===== src/rtl/ahb_pkg.sv =====
// Shared AHB-Lite constants, master FSM state type and the local alignment check
// used by ahb_lite_master_arb.
package ahb_pkg;

  localparam logic [1:0] HTRANS_IDLE   = 2'b00;
  localparam logic [1:0] HTRANS_NONSEQ = 2'b10;

  localparam logic [2:0] HBURST_SINGLE = 3'b000;

  localparam logic [2:0] HSIZE_BYTE  = 3'd0;
  localparam logic [2:0] HSIZE_HALF  = 3'd1;
  localparam logic [2:0] HSIZE_WORD  = 3'd2;
  localparam logic [2:0] HSIZE_DWORD = 3'd3;

  typedef enum logic [1:0] {
    ST_IDLE = 2'd0,
    ST_ADDR = 2'd1,
    ST_DATA = 2'd2,
    ST_LERR = 2'd3
  } ahb_state_e;

  // Sizes wider than the bus are always rejected, so only the low three
  // address bits ever matter for the natural-alignment test.
  function automatic logic is_misaligned(input logic [2:0] size,
                                         input logic [2:0] addr_lo,
                                         input logic [2:0] max_size);
    logic bad;
    bad = (size > max_size);
    for (int unsigned i = 0; i < 3; i++) begin
      if ((i < 32'(size)) && addr_lo[i]) bad = 1'b1;
    end
    return bad;
  endfunction

endpackage


===== src/rtl/ahb_req_arbiter.sv =====
// Requester arbiter: fixed-priority (lowest index) or round-robin, with the
// round-robin pointer advancing past the winner on each accepted grant.
module ahb_req_arbiter #(
  parameter int unsigned NUM_REQ  = 2,
  parameter string       ARB_MODE = "FIXED",
  localparam int unsigned IDX_W   = (NUM_REQ > 1) ? $clog2(NUM_REQ) : 1
) (
  input  logic               clk,
  input  logic               reset,
  input  logic [NUM_REQ-1:0] req,
  input  logic               grant_en,
  output logic [NUM_REQ-1:0] gnt_oh,
  output logic [IDX_W-1:0]   gnt_idx,
  output logic               gnt_any
);

  localparam bit RR_MODE = (ARB_MODE == "RR");

  logic [IDX_W-1:0] ptr_q, ptr_d;
  int unsigned      cand;

  always_comb begin
    gnt_oh  = '0;
    gnt_idx = '0;
    gnt_any = 1'b0;
    cand    = 0;
    for (int unsigned off = 0; off < NUM_REQ; off++) begin
      cand = RR_MODE ? ((32'(ptr_q) + off) % NUM_REQ) : off;
      if (!gnt_any && req[cand]) begin
        gnt_any      = 1'b1;
        gnt_idx      = IDX_W'(cand);
        gnt_oh[cand] = 1'b1;
      end
    end
  end

  always_comb begin
    ptr_d = ptr_q;
    if (grant_en && gnt_any) begin
      ptr_d = (gnt_idx == IDX_W'(NUM_REQ - 1)) ? '0 : gnt_idx + 1'b1;
    end
  end

  always_ff @(posedge clk or posedge reset) begin
    if (reset) ptr_q <= '0;
    else       ptr_q <= ptr_d;
  end

endmodule


===== src/rtl/ahb_lite_master_arb.sv =====
// AHB-Lite single-transfer master shared by NUM_REQ internal requesters;
// handles wait states, two-cycle ERROR responses and local misalignment errors.
module ahb_lite_master_arb
  import ahb_pkg::*;
#(
  parameter int unsigned NUM_REQ    = 2,
  parameter int unsigned ADDR_WIDTH = 32,
  parameter int unsigned DATA_WIDTH = 32,
  parameter string       ARB_MODE   = "FIXED"
) (
  input  logic                          clk,
  input  logic                          reset,
  input  logic [NUM_REQ-1:0]            req_valid,
  input  logic [NUM_REQ*ADDR_WIDTH-1:0] req_addr,
  input  logic [NUM_REQ-1:0]            req_write,
  input  logic [NUM_REQ*DATA_WIDTH-1:0] req_wdata,
  input  logic [NUM_REQ*3-1:0]          req_size,
  input  logic [NUM_REQ*4-1:0]          req_prot,
  output logic [NUM_REQ-1:0]            req_ready,
  output logic [NUM_REQ-1:0]            rsp_valid,
  output logic [DATA_WIDTH-1:0]         rsp_rdata,
  output logic                          rsp_err,
  output logic [ADDR_WIDTH-1:0]         HADDR,
  output logic [2:0]                    HBURST,
  output logic                          HMASTLOCK,
  output logic [3:0]                    HPROT,
  output logic [2:0]                    HSIZE,
  output logic [1:0]                    HTRANS,
  output logic [DATA_WIDTH-1:0]         HWDATA,
  output logic                          HWRITE,
  input  logic [DATA_WIDTH-1:0]         HRDATA,
  input  logic                          HREADY,
  input  logic                          HRESP
);

  localparam int unsigned IDX_W    = (NUM_REQ > 1) ? $clog2(NUM_REQ) : 1;
  localparam logic [2:0]  MAX_SIZE = 3'($clog2(DATA_WIDTH / 8));

  ahb_state_e            state_q, state_d;
  logic [IDX_W-1:0]      owner_q, owner_d;
  logic [ADDR_WIDTH-1:0] haddr_q, haddr_d;
  logic                  hwrite_q, hwrite_d;
  logic [2:0]            hsize_q, hsize_d;
  logic [3:0]            hprot_q, hprot_d;
  logic [1:0]            htrans_q, htrans_d;
  logic [DATA_WIDTH-1:0] hwdata_q, hwdata_d;
  logic [DATA_WIDTH-1:0] wdata_q, wdata_d;
  logic [NUM_REQ-1:0]    rsp_valid_q, rsp_valid_d;
  logic [DATA_WIDTH-1:0] rsp_rdata_q, rsp_rdata_d;
  logic                  rsp_err_q, rsp_err_d;

  logic [NUM_REQ-1:0]    gnt_oh;
  logic [IDX_W-1:0]      gnt_idx;
  logic                  gnt_any;
  logic                  grant_opp;
  logic                  grant_en;
  logic                  misaligned;
  logic [NUM_REQ-1:0]    owner_oh;

  logic [ADDR_WIDTH-1:0] sel_addr;
  logic                  sel_write;
  logic [DATA_WIDTH-1:0] sel_wdata;
  logic [2:0]            sel_size;
  logic [3:0]            sel_prot;

  // A new request may only be taken from IDLE or in the cycle the current
  // data phase completes, which gives one transfer every two cycles.
  assign grant_opp = (state_q == ST_IDLE) || ((state_q == ST_DATA) && HREADY);
  assign grant_en  = grant_opp && gnt_any;
  assign req_ready = grant_en ? gnt_oh : '0;

  ahb_req_arbiter #(
    .NUM_REQ  (NUM_REQ),
    .ARB_MODE (ARB_MODE)
  ) u_arb (
    .clk      (clk),
    .reset    (reset),
    .req      (req_valid),
    .grant_en (grant_opp),
    .gnt_oh   (gnt_oh),
    .gnt_idx  (gnt_idx),
    .gnt_any  (gnt_any)
  );

  always_comb begin
    sel_addr  = '0;
    sel_write = 1'b0;
    sel_wdata = '0;
    sel_size  = '0;
    sel_prot  = '0;
    for (int unsigned i = 0; i < NUM_REQ; i++) begin
      if (gnt_oh[i]) begin
        sel_addr  = req_addr[i*ADDR_WIDTH +: ADDR_WIDTH];
        sel_write = req_write[i];
        sel_wdata = req_wdata[i*DATA_WIDTH +: DATA_WIDTH];
        sel_size  = req_size[i*3 +: 3];
        sel_prot  = req_prot[i*4 +: 4];
      end
    end
  end

  assign misaligned = is_misaligned(sel_size, sel_addr[2:0], MAX_SIZE);

  always_comb begin
    owner_oh = '0;
    for (int unsigned i = 0; i < NUM_REQ; i++) begin
      owner_oh[i] = (owner_q == IDX_W'(i));
    end
  end

  always_comb begin
    state_d     = state_q;
    owner_d     = owner_q;
    haddr_d     = haddr_q;
    hwrite_d    = hwrite_q;
    hsize_d     = hsize_q;
    hprot_d     = hprot_q;
    htrans_d    = htrans_q;
    hwdata_d    = hwdata_q;
    wdata_d     = wdata_q;
    rsp_valid_d = '0;
    rsp_rdata_d = rsp_rdata_q;
    rsp_err_d   = rsp_err_q;

    case (state_q)
      ST_ADDR: begin
        if (HREADY) begin
          state_d  = ST_DATA;
          htrans_d = HTRANS_IDLE;
          hwdata_d = wdata_q;
        end
      end
      ST_DATA: begin
        if (HREADY) begin
          state_d     = ST_IDLE;
          rsp_valid_d = owner_oh;
          rsp_rdata_d = hwrite_q ? '0 : HRDATA;
          rsp_err_d   = HRESP;
        end
      end
      ST_LERR: begin
        state_d     = ST_IDLE;
        rsp_valid_d = owner_oh;
        rsp_rdata_d = '0;
        rsp_err_d   = 1'b1;
      end
      default: ;
    endcase

    // Grant overrides the DATA->IDLE move; the response above still uses the
    // outgoing owner and write flag because it reads the _q copies.
    if (grant_en) begin
      owner_d = gnt_idx;
      if (misaligned) begin
        state_d = ST_LERR;
      end else begin
        state_d  = ST_ADDR;
        htrans_d = HTRANS_NONSEQ;
        haddr_d  = sel_addr;
        hwrite_d = sel_write;
        hsize_d  = sel_size;
        hprot_d  = sel_prot;
        wdata_d  = sel_wdata;
      end
    end
  end

  always_ff @(posedge clk or posedge reset) begin
    if (reset) begin
      state_q     <= ST_IDLE;
      owner_q     <= '0;
      haddr_q     <= '0;
      hwrite_q    <= 1'b0;
      hsize_q     <= '0;
      hprot_q     <= '0;
      htrans_q    <= HTRANS_IDLE;
      hwdata_q    <= '0;
      wdata_q     <= '0;
      rsp_valid_q <= '0;
      rsp_rdata_q <= '0;
      rsp_err_q   <= 1'b0;
    end else begin
      state_q     <= state_d;
      owner_q     <= owner_d;
      haddr_q     <= haddr_d;
      hwrite_q    <= hwrite_d;
      hsize_q     <= hsize_d;
      hprot_q     <= hprot_d;
      htrans_q    <= htrans_d;
      hwdata_q    <= hwdata_d;
      wdata_q     <= wdata_d;
      rsp_valid_q <= rsp_valid_d;
      rsp_rdata_q <= rsp_rdata_d;
      rsp_err_q   <= rsp_err_d;
    end
  end

  assign HADDR     = haddr_q;
  assign HBURST    = HBURST_SINGLE;
  assign HMASTLOCK = 1'b0;
  assign HPROT     = hprot_q;
  assign HSIZE     = hsize_q;
  assign HTRANS    = htrans_q;
  assign HWDATA    = hwdata_q;
  assign HWRITE    = hwrite_q;
  assign rsp_valid = rsp_valid_q;
  assign rsp_rdata = rsp_rdata_q;
  assign rsp_err   = rsp_err_q;

endmodule

===== config.mk =====
export PLATFORM = sky130hd
export DESIGN_NAME = ahb_lite_master_arb
export DESIGN_NICKNAME = d
export VERILOG_FILES = /design/src/rtl/ahb_pkg.sv /design/src/rtl/ahb_req_arbiter.sv /design/src/rtl/ahb_lite_master_arb.sv
export SDC_FILE = /design/constraint.sdc
export NUM_CORES = 1
export LEC_CHECK = 0
export BUFFER_PORTS_ARGS = -buffer_cell sky130_fd_sc_hd__buf_2
export CAP_MARGIN = 30
export CELL_PAD_IN_SITES_DETAIL_PLACEMENT = 0
export CELL_PAD_IN_SITES_GLOBAL_PLACEMENT = 1
export CORE_ASPECT_RATIO = 2
export CORE_UTILIZATION = 32
export CTS_CLUSTER_DIAMETER = 120
export DETAILED_ROUTE_END_ITERATION = 8
export GPL_ROUTABILITY_DRIVEN = 0
export GPL_TIMING_DRIVEN = 0
export MAX_ROUTING_LAYER = met4
export PLACE_DENSITY = 0.81
export SLEW_MARGIN = 20
export SYNTH_ARGS = -nofsm -noshare
export SYNTH_HDL_FRONTEND = slang
export SYNTH_SLANG_ARGS = --single-unit

===== constraint.sdc =====
create_clock -name clk -period 4.8 [get_ports clk]
set_input_delay 0.96 -clock clk [delete_from_list [all_inputs] [get_ports clk]]
set_output_delay 0.96 -clock clk [all_outputs]
set_load 0.03 [all_outputs]

== Yosys cells after proc, flatten, opt, wreduce, memory -nomap -nowiden ==
Index checks and enable logic that the tools add are counted.
Word-level totals
  bits in registers: 144
  output and inout bits: 115
  logic and storage cells: 72
Cells by class
  magnitude comparators: 4
  equal/unequal tests: 6
  muxes and demuxes: 33
  bitwise operators: 2
  reductions and logical operators: 15
Operators by type and width (count)
  32-bit 2-to-1 mux: 6
  32-bit case mux with 2 select lines: 1
  2-bit 2-to-1 mux: 10
  1-bit 2-to-1 mux: 9
  4-bit 2-to-1 mux: 2
  1-bit logical AND: 6
  1-bit by 3-bit < comparator with 1-bit output, first input constant: 2
  3-bit 2-to-1 mux: 2
  3-bit inequality test, second input constant: 2
  2-bit case mux with 3 select lines: 1
  2-bit AND reduction: 3
  2-bit equality test, second input constant: 2
  2-bit case mux with 2 select lines: 1
  4-bit nonzero test: 1
  3-bit by 2-bit greater-than comparator with 1-bit output, second input constant: 1
  2-bit by 3-bit < comparator with 1-bit output, first input constant: 1
  3-bit AND reduction: 1
  2-bit by 1-bit equality test with 1-bit output, second input constant: 1
  2-bit logical NOT: 1
  2-bit inequality test, second input constant: 1
  1-bit inverter: 2
  1-bit case mux with 2 select lines: 1
  2-bit nonzero test: 1
  1-bit logical NOT: 1
  1-bit logical OR: 1

== Longest topological paths before layout ==
Gate-level depths: netlist of the first run.
  depth after elaboration: 12
  gate-level depth with buffers: 8
  depth with buffers taken out: 5

== Cells and area by module ==
A second synthesis of the first run with hierarchy kept.
Unflattened totals
  cells, all modules: 453
  area total of the unflattened synthesis: 6247.2 um2
By module, submodules not included
  ahb_lite_master_arb: instances 1, cells an instance 449, area an instance 6219.7 um2
  ahb_req_arbiter: instances 1, cells an instance 4, area an instance 27.5 um2

== Worst setup path before layout of the first run ==
No wires, ideal clock.
  path kind: in2out
  start: input port req_valid[0]
  end: output port req_ready[0]
  data arrival time: 2.266 ns
  slack: 1.574 ns
  stages: 5
  path buffers: 4
  cell sequence: buf_2 -> clkbuf_1 -> buf_1 -> clkbuf_1 -> and2_1
On the way
  cells in the longest elaborated chain, start to end: 6
Ends and longest elaborated chain
  from (decl): line ahb_lite_master_arb.sv:13  | input logic [NUM_REQ-1:0] req_valid,
  1-bit 2-to-1 mux *: line ahb_req_arbiter.sv:29  | if (!gnt_any && req[cand]) begin
  1-bit logical NOT: line ahb_req_arbiter.sv:29
  1-bit logical AND: line ahb_req_arbiter.sv:29
  1-bit 2-to-1 mux: line ahb_req_arbiter.sv:29
  1-bit logical AND
  2-bit 2-to-1 mux *: line ahb_lite_master_arb.sv:70  | assign req_ready = grant_en ? gnt_oh : '0;
  to (decl): line ahb_lite_master_arb.sv:19  | output logic [NUM_REQ-1:0] req_ready,
Every way passes the cells marked *; elsewhere a longest branch is shown, timed or not.

== Worst setup path after layout of the first run ==
Ends and elaborated chain as after synthesis.

==> flow_summary.json, run 1 <==
{
  "dp_hpwl_um": 15200,
  "via_count": 5401,
  "ctsHoldBuffers": 0,
  "synth_warnings": 0,
  "row_count": 74,
  "syn_inst": 570,
  "cts_buffers": 17,
  "coreArea_um2": 20400,
  "powerDensity_nw_per_um2": 638,
  "port_buffers": 291,
  "postCtsResizedCells": 0,
  "worstMarginPinSlew_ps": 736,
  "cp_max_fo": 10,
  "die_y_um": 205,
  "synth_area_um2": 6610,
  "cp.required_ps": 3840,
  "p_leak_uw": 0.00484,
  "min-delay-path-class": "flop to flop",
  "utilization": 0.445,
  "synth_top_flop_cell": "dfrtp_1",
  "synth_top_area_cell": "dfrtp_1",
  "clkLatencyLatePin_ps": 410,
  "ys_ff_latch": 144,
  "ant_nets": 0,
  "seq_area_frac_synth": 0.546,
  "cts_buffer_depth": 2,
  "final_nets": 1070,
  "cts_setup_buffers": 0,
  "cts_tree": "done",
  "final_hold_viol_count": 0,
  "worstSetupPathType": "input port to output port",
  "grt_pass1_wl_um": 29800,
  "slew_headroom": 0.509,
  "drt_iter0_drc": 224,
  "max-cap-violations": 0,
  "grt-ovfl-total": 0,
  "grt_usage": 0.190,
  "fillCellCount": 2057,
  "setup_viol": 0,
  "slew_viol_final": 0,
  "yosysMostFrequentCell": "dfrtp_1",
  "start_util": 0.324,
  "grt_max_degree": 35,
  "synthTopCellsByArea": "dfrtp_1 (55%), mux2_4 (12%), mux2_2 (7.8%)",
  "yosysUniqueCellTypes": 34,
  "wl_per_cell_um": 16.7,
  "yosysTopAreaCellShare": 0.546,
  "die_area_um2": 21300,
  "avgViaCountPerCell": 4.63,
  "peakVddDrop_mv": 0.279,
  "fin_worst_skew_ps": 7.67,
  "cts-root-buf": "clkbuf_16",
  "async_reset_ff_frac": 1.00,
  "cts.htree.levels": 4,
  "antenna_found_initial": 0,
  "area_growth_pct": 37.1,
  "grt_pass1_vias": 5450,
  "endpoint_kind": "output port",
  "synth-edff-count": 0,
  "max_freq_ghz": 0.241,
  "cp.arrival_ps": 3190,
  "post-route-cell-area_um2": 9050,
  "syn_area_per_cell_um2": 11.6,
  "period_minus_slack_ps": 4150,
  "drc_errors": 0,
  "finalSetupTns_ps": 0,
  "timing.final.crit_share": 0.865,
  "io_pins": 297,
  "worst_setup_path_start_kind": "input port",
  "status": "completed",
  "antenna_cells": 0,
  "wirelength_um": 19400,
  "cts.sink_count": 144,
  "dpl_cell_area_um2": 8490,
  "rsz0062_at_grt": "false",
  "fp.dieW_um": 104,
  "drtPass1Iterations": 6,
  "drive_above_1_share": 0.495,
  "yosys-top-cells-count": "dfrtp_1 (144), nand2_1 (135), o21ai_0 (67)",
  "cts.clk_slew.worst_paths_ps": 60
}
## critical path: stages
cell      delay (ps)
buf_2             80
buf_2            190
clkbuf_1         590
buf_1            510
clkbuf_1         420
and2_1           210
buf_2            210
## final timing paths
check                      cells after the start  slack [ps]          from           end
setup / recovery                               7         650  req_valid[0]  req_ready[0]
hold reg to reg                                2         470     HTRANS[1]     HTRANS[1]
setup reg to reg                               4        2710    state_q[0]    HWDATA[13]
max in group asynchronous                      4        3430         reset      HPROT[2]
min in group asynchronous                      2         580         reset  rsp_rdata[5]
hold / removal                                 2         470     HTRANS[1]     HTRANS[1]
## registers in the layout, summed over array words and instances, names as in the netlist
name       cells
HWDATA        32
rsp_err        1
HTRANS         2
wdata_q       32
rsp_rdata     32
HADDR         32
HSIZE          3
state_q        2
rsp_valid      2
HPROT          4
owner_q        1
HWRITE         1
## cell families after synthesis
kind of cell,count (synthesis),share of synthesized area
simple gates,159,0.0979
other cells,1,0.000568
mux,100,0.201
flops,144,0.546
compound gates,118,0.117
buf+inv,48,0.0381
## final cells by class
type	instances	area (µm²)	share of cell area
flip-flops and latches	144	3600	0.398
multi-input cells	381	2760	0.305
repair buffers	296	1540	0.171
clock buffers	18	439	0.0485
well taps	266	333	0.0368
plain buffers	46	244	0.0269
clock inverters	14	119	0.0131
inverters	2	11.3	0.00124
## cells in the final DEF, fill, tap and decap left out, types with 2 or more instances in the layout
cell / n
buf_1: 6
clkbuf_16: 17
nor2_1: 6
mux2_2: 46
nand2_1: 135
clkinvlp_4: 6
nand2b_1: 2
conb_1: 4
and3_1: 3
dfrtp_1: 144
o21ai_0: 67
nor3_1: 2
nor2b_1: 3
clkinv_4: 2
buf_6: 7
clkbuf_1: 26
o22a_1: 2
mux2_4: 54
a22o_1: 36
and2_1: 4
o2bb2ai_1: 2
buf_2: 294
buf_4: 4
a21oi_1: 3
inv_6: 6
buf_12: 4
## per-stage QoR
step	hold WS, ps	instances	setup slack [ps]	total power, µW
5_1_grt	486	1167	416	6080
3_5_place_dp	464	1134	550	4570
2_1_floorplan	403	573	1570	3780
6_report	471	1167	647	5770
3_3_place_gp	456	1130	552	4510
4_1_cts	481	1166	541	5850
## routing by layer
metal,part of all wire,track usage
met4,0.030,0.0859
met5,0,-
met2,0.55,0.349
met3,0.036,0.0282
met1,0.38,0.200
## report_power, final
part           internal (µW)  total [µW]  switching [µW]
Combinational            993        2490            1490
Clock                    689        1250             558
Sequential              1760        2040             277
Total                   3450        5770            2330
Note: power is estimated with default switching activity, not from simulation.
==> run 2, diff against run 1 <==
ABC_AREA = 1   (was unset)
CORE_UTILIZATION = 30   (was 32)
==> run 2 against run 1 <==
Against the previous run: clock power increased by 11%; die area up 4.5%; sequential share of layout area rose by 0.30 points; area after synthesis down 2.0%; synthesized cell count increased by 30%; critical endpoint is now req_ready[1]; power down 1.8%; count of clock-buffer cells in the layout stayed put; first-iteration DRC count grew 24%; flip-flop and latch count stayed put; critical path type unchanged; global-route usage rose by 0.66 points; highest routed layer unchanged; via count is 13% higher.
==> flow_summary.json, run 2 <==
{
  "seq_area_frac_synth": 0.557,
  "port_buffers": 292,
  "endpoint_kind": "output port",
  "slew_viol_final": 0,
  "synthAdderAreaFrac": 0,
  "drc_errors": 0,
  "io_pins": 297,
  "p_leak_uw": 0.00520,
  "worst_setup_path_start_kind": "input port",
  "setup_viol": 0,
  "dp.cells": 1310,
  "fp.dieW_um": 106,
  "finalSetupTns_ps": 0,
  "synth_mux_area_frac": 0,
  "die_area_um2": 22200,
  "yosysUniqueCellTypes": 20,
  "grt-ovfl-total": 0,
  "cts.htree.levels": 4,
  "slew_headroom": 0.549,
  "yosys.area_share.simple": 0.284,
  "finalNonFillerCells": 1343,
  "ctsHoldBuffers": 0,
  "postCtsResizedCells": 0,
  "antenna_found_initial": 1,
  "worstSetupPathType": "input port to output port",
  "synth_top_family_by_area": "simple AND/OR/NAND/NOR gates",
  "period_minus_slack_ps": 3290,
  "ant_nets": 0,
  "final_nets": 1242,
  "ys_ff_latch": 144,
  "synth_top_flop_cell": "dfrtp_1",
  "timing.final.crit_share": 0.685,
  "hold_end": "rsp_valid[0]",
  "holdCritStartpoint": "owner_q",
  "synth-edff-count": 0,
  "avgViaCountPerCell": 4.56,
  "status": "completed",
  "crit_chain": "buf_2 -> inv_1 -> nor2_4 -> buf_2 -> buf_2 -> nand2_1 -> inv_1 -> buf_2",
  "reg2reg_from": "state_q[1]",
  "critical_path.most_common_cell": "buf_2",
  "dpl_cell_area_um2": 8370,
  "syn_inst": 742,
  "max_freq_ghz": 0.304,
  "clkLatencyLatePin_ps": 430,
  "cts_buffers": 17,
  "cp_slowest_cell": "buf_2",
  "synth_compound_area_frac": 0.0978,
  "wl_per_cell_um": 15.4,
  "synth_warnings": 0,
  "drt_iter0_drc": 278,
  "drtPass1Iterations": 5,
  "cts_buffer_depth": 2,
  "die_y_um": 210,
  "cts.clk_slew.worst_paths_ps": 60,
  "yosys-top-cells-count": "nand2_1 (330), dfrtp_1 (144), nand3_1 (106)",
  "fin_worst_skew_ps": 17.8,
  "async_reset_ff_frac": 1.00,
  "final_hold_viol_count": 0,
  "synthTopCellsByArea": "dfrtp_1 (56%), nand2_1 (19%), a22o_1 (9.1%)",
  "cp.required_ps": 3840,
  "path_buf_inv": 6,
  "grt_max_degree": 35,
  "synth_top_area_cell": "dfrtp_1",
  "min-delay-path-class": "flop to flop",
  "reg2reg_depth": 7,
  "synth_area_um2": 6470,
  "whs_ps": 433,
  "syn_area_per_cell_um2": 8.72,
  "path_delay_family": "buffers and inverters",
  "synth-xor-area-share": 0,
  "cpPeakStageDelay_ps": 290,
  "drive_above_1_share": 0.344,
  "post-route-cell-area_um2": 8990,
  "cp_max_fo": 10,
  "area_growth_pct": 38.8,
  "cts-root-buf": "clkbuf_16",
  "timing.rr.end": "HWDATA[24]",
  "grt_pass1_wl_um": 32100,
  "max-cap-violations": 0,
  "peakVddDrop_mv": 0.241,
  "final_common_cell": "nand2_1",
  "row_count": 75,
  "yosysMostFrequentCell": "nand2_1",
  "cp.arrival_ps": 2330,
  "yosysTopAreaCellShare": 0.557,
  "cts.sink_count": 144,
  "rsz0062_at_grt": "false",
  "coreArea_um2": 21000,
  "hold_depth": 1,
  "grt_pass1_vias": 6138,
  "wirelength_um": 20700,
  "via_count": 6127,
  "grt_usage": 0.197,
  "start_util": 0.308,
  "ff2ff_setup_slack_ps": 2800,
  "dp_hpwl_um": 16200,
  "mostFrequentLayoutCells": "nand2_1 (330), buf_2 (307), dfrtp_1 (144)",
  "cts_tree": "done",
  "cts_setup_buffers": 0,
  "worstMarginPinSlew_ps": 676,
  "powerDensity_nw_per_um2": 631
}
run 2: cell types whose count changed in the layout (fill, tap and decap cells not counted), sizes merged, moves of 11 or more:
cell   before  now
a22o       36   67
nand2     135  332
mux2      100    0
buf       315  328
inv         8   19
o21ai      69    4
nand3       1  106
run 2: cells by family (layout without fill, tap and decap cells):
logic type,after synthesis,after routing
AO/OA/AOI/OAI,75,75
flip-flops,144,144
other,1,5
AND/OR/NAND/NOR,448,448
buffers and inverters,74,402
run 2: per-stage QoR:
stage,setup slack [ps],power (µW),util
final,1510,5670,0.428
after CTS,1440,5740,0.427
after detailed placement,1450,4330,0.398
after global routing,1340,6020,0.428
after global placement,1030,4280,0.394
after floorplan,2030,3530,-
run 2: worst max-delay path by stage:
stage | slack (ps) | depth (start not counted) | end | from
detailed placement | 1450 | 8 | req_ready[1] | req_valid[1]
global route | 1340 | 8 | req_ready[1] | req_valid[1]
CTS | 1440 | 8 | req_ready[1] | req_valid[1]
floorplan | 2030 | 1 | HADDR[0] | reset
global placement | 1030 | 2 | HADDR[20] | reset
finish | 1510 | 8 | req_ready[1] | req_valid[1]
run 2: where the power goes:
part	switching [µW]	leakage [µW]	internal (µW)	total (µW)
clock	550	0.000296	840	1390
combinational	1640	0.00304	678	2320
sequential	260	0.00187	1710	1970
run 2: cell type report:
| cell class | count | area, µm² |
|---|---|---|
| antenna | 1 | 2.50 |
| buffer | 57 | 330 |
| clock buffer | 18 | 439 |
| clock inverter | 14 | 178 |
| fill | 2221 | 12000 |
| inverter | 17 | 67.6 |
| multi-input combinational | 527 | 2490 |
| sequential | 144 | 3600 |
| tap | 269 | 337 |
| timing repair buffer | 296 | 1540 |
run 2: routing by layer:
layer | vias to the layer above | share of wire | global-route usage
li1 | 3071 | - | -
met1 | 2814 | 0.37 | 0.197
met5 | - | 0 | -
met2 | 210 | 0.57 | 0.371
met3 | 32 | 0.036 | 0.0227
met4 | 0 | 0.029 | 0.0924
==> run 3, diff against run 2 <==
ABC_AREA = 0   (was 1)
CORE_UTILIZATION = 32   (was 30)
clock period = 3 ns   (was 4.8 ns; I/O delays follow)
==> run 3 against run 2 <==
Against the previous run: register-to-register slack got worse by 1900 ps; clock skew fell by 9.7 ps; count of clock-buffer cells in the layout did not move; non-clock buffer count fell by 13; final cell count fell by 13%; flip-flop and latch count did not move; sequential power rose by 66%; sequential share of layout area fell by 0.27 points; global-route usage fell by 0.78 points; core utilization rose by 1.7 points; worst hold slack got worse by 210 ps; routed wire length fell by 6.7%; critical path type unchanged; critical endpoint is now req_ready[0]; largest power group unchanged.
==> flow_summary.json, run 3 (synthesized netlist as in run 1, its figures left out) <==
{
  "status": "completed",
  "cp.required_ps": 2400,
  "grt_max_degree": 35,
  "clkLatencyLatePin_ps": 410,
  "final_nets": 1068,
  "mostFrequentLayoutCells": "buf_2 (294), dfrtp_1 (144), nand2_1 (135)",
  "die_y_um": 205,
  "io_pins": 297,
  "crit_start": "req_valid[0]",
  "endpoint_kind": "output port",
  "postCtsResizedCells": 0,
  "drt_iter0_drc": 234,
  "antenna_found_initial": 0,
  "dp.cells": 1134,
  "max_freq_ghz": 0.379,
  "ff2ff_setup_slack_ps": 930,
  "dp_hpwl_um": 15200,
  "slew_headroom": 0.543,
  "period_minus_slack_ps": 2640,
  "worstSetupPathType": "input port to output port",
  "reg2reg_depth": 4,
  "grt_pass1_wl_um": 29600,
  "crit_chain": "buf_2 -> buf_2 -> clkbuf_1 -> and2_1 -> buf_2",
  "cp.arrival_ps": 2040,
  "drive_above_1_share": 0.496,
  "fin_worst_skew_ps": 8.06,
  "cts.clk_slew.worst_paths_ps": 70,
  "critical_path.most_common_cell": "buf_2",
  "timing.final.crit_share": 0.880,
  "avgViaCountPerCell": 4.62,
  "grt_usage": 0.189,
  "cts_setup_buffers": 0,
  "min-delay-path-class": "input port to asynchronous set/reset pin",
  "setup_ws_ps": 359,
  "via_count": 5385,
  "cpPeakStageDelay_ps": 500,
  "final_common_cell": "buf_2",
  "timing.rr.end": "HWDATA[13]",
  "antenna_cells": 0,
  "power_uw": 9230,
  "reg2reg_from": "state_q[0]",
  "final_hold_viol_count": 0,
  "cp_slowest_cell": "buf_2",
  "cts-root-buf": "clkbuf_16",
  "p_leak_uw": 0.00484,
  "peakVddDrop_mv": 0.447,
  "cts.htree.levels": 4,
  "fp.dieW_um": 104,
  "cp_max_fo": 28,
  "worstMarginPinSlew_ps": 681,
  "grt_pass1_vias": 5428,
  "wirelength_um": 19300,
  "drtPass1Iterations": 6,
  "ant_nets": 0,
  "max-cap-violations": 0,
  "dp_slack_ps": -530,
  "start_util": 0.324,
  "area_growth_pct": 37.0,
  "rsz0062_at_grt": "false",
  "cts_tree": "done",
  "grt-ovfl-total": 0,
  "cts_buffers": 17,
  "slew_viol_final": 0,
  "powerDensity_nw_per_um2": 1020,
  "cts.sink_count": 144,
  "row_count": 74,
  "drc_errors": 0,
  "die_area_um2": 21300,
  "finalNonFillerCells": 1165,
  "coreArea_um2": 20400,
  "setup_viol": 0,
  "port_buffers": 291,
  "worst_setup_path_start_kind": "input port",
  "wl_per_cell_um": 16.6,
  "crit_path_end": "req_ready[0]",
  "ctsHoldBuffers": 0,
  "cts_buffer_depth": 2,
  "whs_ps": 220
}
## run 3: worst max-delay path, delay by kind of cell
| family | cells | cell delay (ps) |
|---|---|---|
| buffers and inverters | 4 | 1210 |
| and+or+nand+nor | 1 | 210 |
## run 3: worst min-delay path by stage
stage,startpoint,endpoint,cells past startpoint
detailed placement,owner_q,rsp_valid[0],1
global route,reset,rsp_rdata[5],2
CTS,reset,rsp_rdata[5],2
floorplan,owner_q,rsp_valid[0],1
global placement,HTRANS[1],HTRANS[1],2
finish,reset,rsp_rdata[5],2
## run 3: cell type report
class,instances,area [µm²]
Sequential cell,144,3600
Inverter,2,11.3
Tap cell,266,333
Fill cell,2056,11300
Clock inverter,14,119
Multi-Input combinational cell,381,2760
Timing Repair Buffer,296,1540
Buffer,44,236
Clock buffer,18,439
## run 3: per-layer routing
layer / vias up / routed length, µm / track usage
met2: 171 / 10700 / 0.344
li1: 2601 / - / -
met3: 34 / 681 / 0.0282
met1: 2579 / 7380 / 0.201
met4: 0 / 579 / 0.0859
met5: - / 0 / -
## run 3: per-stage QoR
step,cell area [µm²],setup TNS [ps],utilization
4_1_cts,9040,0,0.444
3_3_place_gp,8410,-53020,0.413
6_report,9050,0,0.444
3_5_place_dp,8490,-939,0.417
2_1_floorplan,6620,0,-
5_1_grt,9050,0,0.444
## run 3: power by group
part           switching, µW  internal [µW]
Combinational           2390           1590
Sequential               443           2820
Clock                    892           1100
